<file path="src/rtl/mem_arbiter_pkg.sv">
// ============================================================================
// Module   : mem_arbiter_pkg
// Purpose  : Shared widths, enables and FSM/target encodings for mem_arbiter.
// Revision : 1.0 - initial release
// ============================================================================
`default_nettype none

package mem_arbiter_pkg;

    localparam int RegBus = 32;

    localparam logic ChipEnable  = 1'b1;
    localparam logic WriteEnable = 1'b1;
    localparam logic [RegBus-1:0] ZeroWord = {RegBus{1'b0}};

    typedef enum logic {
        ARB_IDLE    = 1'b0,
        ARB_RD_WAIT = 1'b1
    } arb_state_e;

    typedef enum logic {
        ARB_TGT_IF = 1'b0,
        ARB_TGT_D  = 1'b1
    } arb_tgt_e;

endpackage

`default_nettype wire

</file>
<file path="src/rtl/mem_arb_port.sv">
// ============================================================================
// Module   : mem_arb_port
// Purpose  : Per-requester served flag, result buffer and stall generation.
// Revision : 1.0 - initial release
// ============================================================================
`default_nettype none

module mem_arb_port
    import mem_arbiter_pkg::*;
(
    input  logic              clk,
    input  logic              rst,
    input  logic              ce_i,
    input  logic              set_i,
    input  logic              clr_i,
    input  logic              cap_en_i,
    input  logic [RegBus-1:0] capture_data_i,
    output logic              served_o,
    output logic              stall_o,
    output logic [RegBus-1:0] data_o
);

    logic              served_q, served_d;
    logic [RegBus-1:0] buf_q, buf_d;

    // A pipeline advance or flush wins over a completion in the same cycle.
    always_comb begin
        served_d = served_q;
        if (clr_i) begin
            served_d = 1'b0;
        end else if (set_i) begin
            served_d = 1'b1;
        end
        buf_d = cap_en_i ? capture_data_i : buf_q;
    end

    always_ff @(posedge clk) begin
        if (rst) begin
            served_q <= 1'b0;
            buf_q    <= ZeroWord;
        end else begin
            served_q <= served_d;
            buf_q    <= buf_d;
        end
    end

    assign served_o = served_q;
    assign stall_o  = ce_i & ~served_q & ~rst;
    assign data_o   = rst ? ZeroWord : buf_q;

endmodule

`default_nettype wire

</file>
<file path="src/rtl/mem_arbiter.sv">
// ============================================================================
// Module   : mem_arbiter
// Purpose  : Shares one synchronous-read RAM between fetch and load/store,
//            data port first, holding results until the pipeline advances.
// Revision : 1.0 - initial release
// ============================================================================
`default_nettype none

module mem_arbiter
    import mem_arbiter_pkg::*;
(
    input  logic              clk,
    input  logic              rst,

    input  logic              if_ce_i,
    input  logic [RegBus-1:0] if_addr_i,
    output logic [RegBus-1:0] if_data_o,
    output logic              if_stall_o,

    input  logic              d_ce_i,
    input  logic              d_we_i,
    input  logic [3:0]        d_sel_i,
    input  logic [RegBus-1:0] d_addr_i,
    input  logic [RegBus-1:0] d_data_i,
    output logic [RegBus-1:0] d_data_o,
    output logic              d_stall_o,

    output logic              stallreq_o,
    input  logic              pipe_adv_i,
    input  logic              flush_i,

    output logic              ram_ce_o,
    output logic              ram_we_o,
    output logic [3:0]        ram_sel_o,
    output logic [RegBus-1:0] ram_addr_o,
    output logic [RegBus-1:0] ram_data_o,
    input  logic [RegBus-1:0] ram_data_i
);

    arb_state_e state_q, state_d;
    arb_tgt_e   tgt_q, tgt_d;

    logic if_served, d_served;
    logic if_set, if_cap, d_set, d_cap;
    logic clr;

    assign clr = pipe_adv_i | flush_i;

    mem_arb_port u_if_port (
        .clk            (clk),
        .rst            (rst),
        .ce_i           (if_ce_i),
        .set_i          (if_set),
        .clr_i          (clr),
        .cap_en_i       (if_cap),
        .capture_data_i (ram_data_i),
        .served_o       (if_served),
        .stall_o        (if_stall_o),
        .data_o         (if_data_o)
    );

    mem_arb_port u_d_port (
        .clk            (clk),
        .rst            (rst),
        .ce_i           (d_ce_i),
        .set_i          (d_set),
        .clr_i          (clr),
        .cap_en_i       (d_cap),
        .capture_data_i (ram_data_i),
        .served_o       (d_served),
        .stall_o        (d_stall_o),
        .data_o         (d_data_o)
    );

    assign stallreq_o = if_stall_o | d_stall_o;

    always_ff @(posedge clk) begin
        if (rst) begin
            state_q <= ARB_IDLE;
            tgt_q   <= ARB_TGT_IF;
        end else begin
            state_q <= state_d;
            tgt_q   <= tgt_d;
        end
    end

    always_comb begin
        state_d    = state_q;
        tgt_d      = tgt_q;
        ram_ce_o   = 1'b0;
        ram_we_o   = 1'b0;
        ram_sel_o  = 4'b0000;
        ram_addr_o = ZeroWord;
        ram_data_o = ZeroWord;
        if_set     = 1'b0;
        if_cap     = 1'b0;
        d_set      = 1'b0;
        d_cap      = 1'b0;

        unique case (state_q)
            ARB_IDLE: begin
                if (d_ce_i && !d_served) begin
                    ram_ce_o   = ChipEnable;
                    ram_we_o   = d_we_i;
                    ram_sel_o  = d_sel_i;
                    ram_addr_o = d_addr_i;
                    ram_data_o = d_data_i;
                    // Writes complete at the issue edge; reads need the RAM latency.
                    if (d_we_i == WriteEnable) begin
                        d_set = 1'b1;
                    end else begin
                        state_d = ARB_RD_WAIT;
                        tgt_d   = ARB_TGT_D;
                    end
                end else if (if_ce_i && !if_served) begin
                    ram_ce_o   = ChipEnable;
                    ram_sel_o  = 4'b1111;
                    ram_addr_o = if_addr_i;
                    state_d    = ARB_RD_WAIT;
                    tgt_d      = ARB_TGT_IF;
                end
            end
            ARB_RD_WAIT: begin
                state_d = ARB_IDLE;
                if (!flush_i) begin
                    if (tgt_q == ARB_TGT_D) begin
                        d_cap = 1'b1;
                        d_set = 1'b1;
                    end else begin
                        if_cap = 1'b1;
                        if_set = 1'b1;
                    end
                end
            end
            default: state_d = ARB_IDLE;
        endcase

        if (rst) begin
            ram_ce_o   = 1'b0;
            ram_we_o   = 1'b0;
            ram_sel_o  = 4'b0000;
            ram_addr_o = ZeroWord;
            ram_data_o = ZeroWord;
        end
    end

endmodule

`default_nettype wire

</file>
<file path="config.mk">
export PLATFORM = sky130hd
export DESIGN_NAME = mem_arbiter
export DESIGN_NICKNAME = d
export VERILOG_FILES = /design/src/rtl/mem_arbiter_pkg.sv /design/src/rtl/mem_arb_port.sv /design/src/rtl/mem_arbiter.sv
export SDC_FILE = /design/constraint.sdc
export NUM_CORES = 1
export LEC_CHECK = 0
export CAP_MARGIN = 20
export CORE_MARGIN = 3
export CORE_UTILIZATION = 29
export CTS_CLUSTER_SIZE = 40
export DETAILED_ROUTE_END_ITERATION = 12
export PLACE_DENSITY = 0.76
export SETUP_SLACK_MARGIN = 0.1
export SYNTH_ARGS = -nofsm -noshare
export SYNTH_HDL_FRONTEND = slang
export SYNTH_HIERARCHICAL = 1
export SYNTH_SLANG_ARGS = --single-unit
</file>
<file path="constraint.sdc">
create_clock -name clk -period 1.55 [get_ports clk]
set_input_delay 0.2325 -clock clk [delete_from_list [all_inputs] [get_ports clk]]
set_output_delay 0.2325 -clock clk [all_outputs]
set_load 0.1 [all_outputs]
</file>
==> results of run 1 <==
## cell families (layout without fill, tap and decap cells)
family	count (synthesis)	count (layout)	synth area share
compound gates	41	41	0.0942
simple gates	180	180	0.272
other cells	0	2	0
flops	68	68	0.379
buf+inv	31	340	0.0760
mux	64	64	0.179
## sequential cells by signal (all words and copies together) (netlist names)
name	flops
tgt_q	1
u_d_port/buf_q	32
u_if_port/served_o	1
state_q	1
u_d_port/served_o	1
u_if_port/buf_q	32
## cell type report
type	instances	area share
multi-input combinational	285	0.287
clock inverter	5	0.00896
timing repair buffer	324	0.509
antenna	2	0.000535
sequential	68	0.146
clock buffer	11	0.0259
tap	164	0.0219
## layer usage
layer  vias to the layer above  track usage  share of wire
met5                         -            0         0.0012
met4                         4        0.101          0.036
met3                        37       0.0812          0.089
met2                       183        0.518           0.53
met1                      1998        0.293           0.34
li1                       1895            -              -
## worst max-delay path, stage by stage (launching register included)
cell	delay [ns]
dfxtp_2	0.32
or2_4	0.26
nor3_4	0.24
buf_4	0.17
buf_12	0.13
a22o_4	0.16
buf_12	0.17
## path summary, 6_finish.rpt
path	startpoint	depth (start not counted)	slack, ns	to
max	state_q	6	-0.45	ram_addr_o[29]
min	rst	3	0.31	u_if_port/served_o
max reg2reg	state_q	7	0.09	state_q
min reg2reg	u_if_port/buf_q[13]	2	0.49	u_if_port/buf_q[13]
## through the flow
step | power [mW] | instances | TNS, ns
after global routing | 6.90 | 857 | -30.10
after global placement | 4.36 | 822 | -28.82
after floorplan | 3.29 | 384 | -18.04
after detailed placement | 4.40 | 822 | -32.68
final | 6.71 | 859 | -25.97
after CTS | 6.68 | 846 | -24.62
## report_power, final
group	total (mW)	internal (mW)	switching (mW)
registers	1.82	1.79	0.0244
clock network	2.21	1.46	0.756
logic	2.68	1.18	1.50
total	6.71	4.43	2.28
## repair_timing
item / in CTS / in global routing
cloned: 3 / 5
setup buffers: 6 / 6
hold endpoints to repair: 0 / 0
setup endpoints to repair: 80 / 131
gates resized for setup: 29 / 30
pin swaps: 8 / 7
## cells in the final DEF, fill, tap and decap left out, types with 3 or more instances in the layout
cell type / count
nor2_1: 67
clkbuf_16: 12
buf_6: 13
nor2b_4: 23
clkdlybuf4s50_1: 135
dfxtp_1: 65
mux2i_1: 62
buf_16: 4
and2_4: 32
nor3b_4: 3
buf_4: 22
nor2b_2: 35
o21a_4: 4
buf_12: 144
a22o_4: 32
nor2b_1: 7
==> impl_results.md, run 1 <==
- Status: finished, violations left
- Failing checks: setup timing
- Slew of the pin with the lowest slew margin: 0.355 ns
- Hold Vio Cnt, Final: 0
- Hold buffers post-CTS: 0
- Die area: ~14000 µm²
- Mapped Area: 3590 µm²
- Vias in the first global route: ~4.5k
- Max FO, Critical Path: 8
- Number of synthesized register bits: roughly 70
- Area after DPL: roughly 8600 µm²
- Cell accounting for the most synthesized area: dfxtp_1
- Worst Path Class, Setup: reg2out
- Initial Utilization: 0.305
- Max clock buf depth: 2
- Initial antenna violation count: 2
- Detail Route Antenna Nets: 0
- # fillers: roughly 700
- Drt wl/cell: approximately 23 µm
- Worst VDD drop: between 0.6 and 0.7 mV
- Final wirelength: 20.0 mm
- Data arrival time of the critical path: between 1.5 and 2 ns
- Number of clock sinks: 68
- Yosys top cell area share: 0.379
- TritonRoute pass-1 iters: 4
- Chip width: 117 µm
- Fmax: around 500 MHz
- Tmin final: approximately 2 ns
- CTS tree: built
- Storage cell area: roughly 1400 µm²
- Layout cells sized above 1: 0.501
- GRT Total Usage: 0.277
- Final setup margin: -0.448 ns
- Post-synth cell types: 23
- CTS buffer count: 9
- Hold slack: slightly above 0.3 ns
- Place WS: -0.442 ns
- Fin util: 0.796
- Worst Path Required: 1.32 ns
- Post-synth net total: about 520
- Synth Flop Type: dfxtp_1
- Die height: ~120 µm
- Vias: approximately 4.1k
- CTS clk-pin slew, worst paths: about 0.050 ns
- RSZ-0062 raised after global routing: yes
- H-Tree Depth: 3
- Avg Cell Area, Syn: between 9 and 10 µm²
- CTS Root Cell: clkbuf_16
- Hold crit path type: in2reg
- Rows: 39
- GPL Wtd Cong: approximately 0.96
- Worst Setup End Kind: output pin
- Rel. slew slack: 0.763
- # DRC: 0
- Clock skew: between 0.006 and 0.007 ns
- Yosys warns: 6
- DRT iter0 DRCs: roughly 200
- Post-synth ARST share: 0
- Sequential fraction of the synthesis area: 0.379
- Tcrit/Tclk final: 1.29
- First-pass GRT wire length: 27.7 mm
- Max cap viols: 0
- Multi-input logic area: around 2700 µm²
- IO buf count: 275
- Post-synth top cells: dfxtp_1 (68), nor2_1 (68), nor2b_1 (65), mux2i_1 (64), and2_1 (33)
- # IOs: 276
- Grt ovf: 0
- Post-synth EDFFs: 0
- Largest net degree at the start of global routing: a little over 60
- DP HPWL: around 16 mm
- Final instance area: between 9000 and 10000 µm²
- Final max-slew violation count: 0
- DR vias/cell: approximately 4.8
- Layout net count: approximately 830
- Setup violators final: between 70 and 80
- Power density over the cells: 717 nW/µm²
- Leakage power: 3.63 nW
- Largest cells by area after synthesis: dfxtp_1 (38%), mux2i_1 (18%), nor2b_1 (11%)
- Mapped Cells: approximately 380
- Core area: 11800 µm²
- Clock Latency Late Sink: around 0.32 ns
- Area grow syn2layout: 161%
- Worst setup SP type: register
No activity file was read; power rests on OpenSTA's default activity.
==> run 2, diff against run 1 <==
Settings changed: ABC_CLOCK_PERIOD_IN_PS set to 1550, SLEW_MARGIN set to 25.
==> results of run 2 <==
Final layout, timing and power as in run 1 (identical DEF).
